[config.mk]
export PLATFORM = sky130hd
export DESIGN_NAME = prog_clk_gen
export DESIGN_NICKNAME = d
export VERILOG_FILES = /design/src/rtl/prog_clk_gen.sv
export SDC_FILE = /design/constraint.sdc
export NUM_CORES = 1
export LEC_CHECK = 0
export ABC_AREA = 1
export CAP_MARGIN = 20
export CORE_UTILIZATION = 60
export DETAILED_ROUTE_END_ITERATION = 10
export HOLD_SLACK_MARGIN = 0.15
export MAX_ROUTING_LAYER = met4
export PLACE_DENSITY = 0.95
export SETUP_SLACK_MARGIN = 0.3
export SLEW_MARGIN = 20
export SYNTH_ARGS = -nofsm -noshare
export SYNTH_HDL_FRONTEND = slang
export SYNTH_SLANG_ARGS = --single-unit
[constraint.sdc]
create_clock -name main_clock -period 4 [get_ports main_clock]
set_input_delay 1.2 -clock main_clock [delete_from_list [all_inputs] [get_ports main_clock]]
set_output_delay 1.2 -clock main_clock [all_outputs]
set_load 0.03 [all_outputs]
[src/rtl/prog_clk_gen.sv]
// rtl/prog_clk_gen.sv - programmable glitch-free test clock divider; optional glitch one-shot under GLITCH_INJECT_EN
module prog_clk_gen #(
  parameter int WIDTH          = 8,
  parameter int DEFAULT_PERIOD = 150
) (
  input  logic             main_clock,
  input  logic             main_reset,
  input  logic             enable,
  input  logic [WIDTH-1:0] period_in,
  input  logic             load_valid,
`ifdef GLITCH_INJECT_EN
  input  logic             glitch_req,
`endif
  output logic             load_ack,
  output logic             gen_clk,
  output logic             cycle_tick,
  output logic [WIDTH-1:0] period_cur,
  output logic             pending,
  output logic             running
);

  typedef enum logic [1:0] {
    IDLE  = 2'd0,
    RUN   = 2'd1,
    DRAIN = 2'd2
  } state_t;

  localparam logic [WIDTH-1:0] ONE          = WIDTH'(1);
  localparam logic [WIDTH-1:0] MIN_PERIOD   = WIDTH'(2);
  localparam logic [WIDTH-1:0] RESET_PERIOD = WIDTH'(DEFAULT_PERIOD);

  state_t           state_q, state_d;
  logic [WIDTH-1:0] cnt_q, cnt_d;
  logic [WIDTH-1:0] hold_q;
  logic [WIDTH-1:0] period_eff;
  logic [WIDTH-1:0] high_len;
  logic             gen_d, tick_d;
  logic             wrap, capture, apply;
  logic             glitch_start, glitch_active;

  // The glitch period overrides period_cur for exactly one period; odd periods give the extra cycle to the high phase
  assign period_eff = glitch_active ? MIN_PERIOD : period_cur;
  assign high_len   = period_eff - (period_eff >> 1);
  assign wrap       = (state_q != IDLE) && (cnt_q == period_eff - ONE);

  // A new value is only captured into an empty hold register; it is applied at a boundary (or at once when idle),
  // except when the boundary launches a glitch period, in which case it waits for the glitch period to end
  assign capture = load_valid && !pending;
  assign apply   = pending && ((state_q == IDLE) || (wrap && !glitch_start));
  assign running = (state_q != IDLE);

  // State register
  always_ff @(posedge main_clock or negedge main_reset) begin
    if (!main_reset) state_q <= IDLE;
    else             state_q <= state_d;
  end

  // Next-state: DRAIN finishes the current period and only leaves to IDLE on its wrap
  always_comb begin
    state_d = state_q;
    case (state_q)
      IDLE:    if (enable) state_d = RUN;
      RUN:     if (!enable) state_d = DRAIN;
      DRAIN: begin
        if (enable)    state_d = RUN;
        else if (wrap) state_d = IDLE;
      end
      default: state_d = IDLE;
    endcase
  end

  // Output decode: next counter, clock level and tick, all registered below so no input reaches an output directly
  always_comb begin
    cnt_d  = '0;
    gen_d  = 1'b0;
    tick_d = 1'b0;
    if (state_d != IDLE) begin
      if ((state_q == IDLE) || wrap) begin
        gen_d  = 1'b1;
        tick_d = 1'b1;
      end else begin
        cnt_d = cnt_q + ONE;
        gen_d = ((cnt_q + ONE) < high_len);
      end
    end
  end

  // Counter, waveform and load handshake registers
  always_ff @(posedge main_clock or negedge main_reset) begin
    if (!main_reset) begin
      cnt_q      <= '0;
      gen_clk    <= 1'b0;
      cycle_tick <= 1'b0;
      load_ack   <= 1'b0;
      pending    <= 1'b0;
      hold_q     <= RESET_PERIOD;
      period_cur <= RESET_PERIOD;
    end else begin
      cnt_q      <= cnt_d;
      gen_clk    <= gen_d;
      cycle_tick <= tick_d;
      load_ack   <= capture;
      if (apply) begin
        period_cur <= hold_q;
        pending    <= 1'b0;
      end
      if (capture) begin
        hold_q  <= (period_in < MIN_PERIOD) ? MIN_PERIOD : period_in;
        pending <= 1'b1;
      end
    end
  end

`ifdef GLITCH_INJECT_EN
  logic glitch_armed;

  assign glitch_start = wrap && glitch_armed && (state_d != IDLE);

  // One-shot: a request in RUN arms it, the next wrap launches a single 2-cycle period
  always_ff @(posedge main_clock or negedge main_reset) begin
    if (!main_reset) begin
      glitch_armed  <= 1'b0;
      glitch_active <= 1'b0;
    end else if (state_d == IDLE) begin
      glitch_armed  <= 1'b0;
      glitch_active <= 1'b0;
    end else begin
      glitch_armed <= (glitch_armed && !glitch_start) || (glitch_req && (state_q == RUN));
      if (wrap) glitch_active <= glitch_start;
    end
  end
`else
  assign glitch_start  = 1'b0;
  assign glitch_active = 1'b0;
`endif

endmodule

==> flow_summary_export.csv <==
group,metric,value,unit
synthesis,ys_types,24,
timing,finalSetupViolCount,0,
synthesis,ys_top_cells_by_count,"nand2_1 (82), inv_1 (48), ha_1 (23)",
global_route,met3_usage,3.992,%
layout,fillers,264,
synthesis,ys.flop_type,"dfrtp_1",
global_route,grt_use_total,25.96,%
place,dp.cells,348,
worst_setup_path,startpoint_type,"flip-flop",
synthesis,ys_seq_area_share,36.15,%
cts,clk_latency,320,ps
global_route,busiest_layer,"met2",
route,detail-route-antenna-nets,0,
cts,path_clk_slew,90,ps
floorplanning,core-area,3337,um^2
worst_hold_path,min_path_type,"flip-flop to flip-flop",
worst_hold_path,holdCritStartpoint,"hold_q[1]$_DFFE_PN1P_",
synthesis,synthArstFlopShare,100.0,%
layout,drive_gt1_share,8.738,%
global_route,grt_pass1_wl,6.686,mm
worst_hold_path,whs_path_depth,2,
worst_setup_path,cp_max_fo,5,
layout,antenna_cells,0,
route,drt_iter0_drc,71,
worst_setup_path,arrival,3170,ps
timing,rsz0062_at_grt,"no",
timing,final.min_clock_period,2899,ps
floorplanning,die_y,61.23,um
route,dr_total_vias,1793,
synthesis,synth_top_cell_area_share,26.16,%
cts,cts_setup_buffers,0,
worst_setup_path,slowest_stage,"dfstp_2",
job,maxCapViolCount,0,
timing,finalClockSkew,8.309,ps
synthesis,synth_top_cell_by_area,"dfrtp_1",
synthesis,synth_most_common_cell,"nand2_1",
layout,num-nets-final,345,
floorplanning,dieArea,3749,um^2
place,hpwl,3.415,mm
timing,finalHoldViolCount,0,
floorplanning,rows,21,
place,port_buffers,24,
cts,htree_levels,2,
synthesis,synth-edff-count,0,
worst_setup_path,required,4270,ps
synthesis,synth_area_leaders,"dfrtp_1 (26%), nand2_1 (15%), ha_1 (14%)",
worst_setup_path,endpoint_kind,"flip-flop",
timing,finalSetupTns,0,ps
power_and_ir_drop,powerDensity,772.3,nW/um^2
worst_setup_path,timing.rr.end,"gen_clk$_DFF_PN0_",
cts,cts_hold_repair.buffers,0,
synthesis,syn_nets,315,
cts,clockRootBuffer,"clkbuf_4",
cts,post_cts_resized,0,
outcome,outcome,"finished clean",
synthesis,synth-seq-cells,30,
layout,fin_cells,355,
route,avgViaCountPerCell,5.051,
global_route,antenna_found_initial,0,
route,dr.pass1.iters,4,
floorplanning,initial_core_util,63.07,%
worst_setup_path,worst-path-buf-inv,2,
synthesis,synth_area,2105,um^2
synthesis,synth_cells,279,
timing,max_slew_margin,63.19,%
layout,syn_to_final_growth,16.59,%
worst_setup_path,rrSetupSlack,1100,ps
worst_setup_path,cp_slowest_stage_delay,580,ps
global_route,grt_max_degree,31,
timing,final_max_slew_viol_count,0,
global_route,grt_util_met2,46.74,%
route,post_drt_wl_per_cell,11.70,um
cts,cts_inserted_buffers,5,
route,wirelength,4.152,mm
timing,min_period_over_period,72.48,%
cts,cts.sinks,30,
worst_setup_path,reg2reg_depth,13,
route,drc,0,
timing,max_freq,344.9,MHz
floorplanning,io_pins,25,
cts,cts_buffer_depth,2,
power_and_ir_drop,ir_drop,393.3,uV
worst_setup_path,path_cells,"inv_1, ha_1, o31ai_1, a21oi_1, o21ai_0, xor2_1, ha_1, a21oi_1, o21a_1, nand2_1, nand2_1, nand2_1, inv_1",
floorplanning,die_w,61.23,um
worst_setup_path,reg2reg_from,"period_cur[2]$_DFFE_PN1P_",
global_route,grt_pass1_vias,1611,
timing,holdWs,470.1,ps
cts,tritoncts,"done",
worst_setup_path,crit_type,"flip-flop to flip-flop",
global_route,use_met1,29.06,%
synthesis,postSynthAreaPerCell,7.543,um^2
worst_hold_path,hold_end,"hold_q[1]$_DFFE_PN1P_",
synthesis,ys_warn_count,0,
timing,tightest_slew,547.4,ps
place,finalWeightedCongestion,0.8747,
global_route,grt_overflow,0,
power_and_ir_drop,static-leakage-power,1.348,nW
worst_setup_path,critPathMostFrequentCell,"nand2_1",
worst_setup_path,crit_family,"compound AO/OA/AOI/OAI gates",
[worst min-delay path: stages (launching register included)]
cell,delay (ps)
dfstp_2,380
nand2_1,50
nand2_1,50
[per-stage QoR]
| step | setup slack, ps | power (W) | util, % | cell area [um^2] |
|---|---|---|---|---|
| global route | 880.6 | 0.002090 | 73.53 | 2454 |
| detailed placement | 1148 | 0.001712 | 71.88 | 2399 |
| CTS | 1116 | 0.001900 | 73.53 | 2454 |
| finish | 1101 | 0.001895 | 73.53 | 2454 |
| global placement | 1344 | 0.001651 | 71.88 | 2399 |
| floorplan | 1327 | 0.001404 | - | 2105 |
[where the power goes]
group          internal, W  switching (W)
clock network    0.0000828      0.0000914
logic             0.000464       0.000727
registers         0.000423       0.000107
total             0.000970       0.000925
[layout by cell type (no fill, tap or decap), types with 2 or more instances in the layout]
| cell | n |
|---|---|
| nand2_1 | 82 |
| inv_1 | 48 |
| clkdlybuf4s50_1 | 24 |
| ha_1 | 23 |
| dfrtp_1 | 22 |
| nand3_1 | 20 |
| nor2_1 | 16 |
| xor2_1 | 13 |
| a21oi_1 | 12 |
| o21ai_0 | 11 |
| dfstp_2 | 8 |
| clkbuf_4 | 5 |
| nand2_2 | 4 |
| nand4_1 | 4 |
| inv_2 | 3 |
| nor3_1 | 2 |
| nand2_4 | 2 |
[worst max path at each step]
stage | startpoint | to | slack, ps | depth (start not counted)
floorplan | period_cur[2]$_DFFE_PN1P_ | gen_clk$_DFF_PN0_ | 1330 | 13
global placement | period_cur[2]$_DFFE_PN1P_ | gen_clk$_DFF_PN0_ | 1340 | 13
detailed placement | period_cur[2]$_DFFE_PN1P_ | gen_clk$_DFF_PN0_ | 1150 | 13
CTS | period_cur[2]$_DFFE_PN1P_ | gen_clk$_DFF_PN0_ | 1120 | 13
global route | period_cur[2]$_DFFE_PN1P_ | gen_clk$_DFF_PN0_ | 880 | 13
finish | period_cur[2]$_DFFE_PN1P_ | gen_clk$_DFF_PN0_ | 1100 | 13
[per-layer routing]
metal | wire (um) | vias up
met1 | 1749 | 816
met3 | 161 | 9
met2 | 2157 | 41
met4 | 83 | 0
met5 | 0 | -
li1 | - | 927
[cell families after synthesis]
family / count (synthesis) / synth area share (%)
compound gates: 27 / 6.956
xor+xnor: 13 / 5.410
fa+ha+maj: 24 / 14.63
buf+inv: 53 / 9.631
flops: 30 / 36.15
simple gates: 132 / 27.23
[area by class of cell]
cell class                 count  area, um^2  area share, %
sequential                    30       760.7          31.00
clock buffer                   7       55.05          2.244
inverter                      51       191.4          7.802
multi-input combinational    196        1141          46.51
tap                           46       57.56          2.346
timing repair buffer          25       247.7          10.10
[registers in the layout, summed over array words and instances, names as in the netlist]
name	count
hold_q	8
state_q	2
period_cur	8
load_ack	1
cnt_q	8
cycle_tick	1
pending	1
gen_clk	1
(Power assumes the default switching activity.)
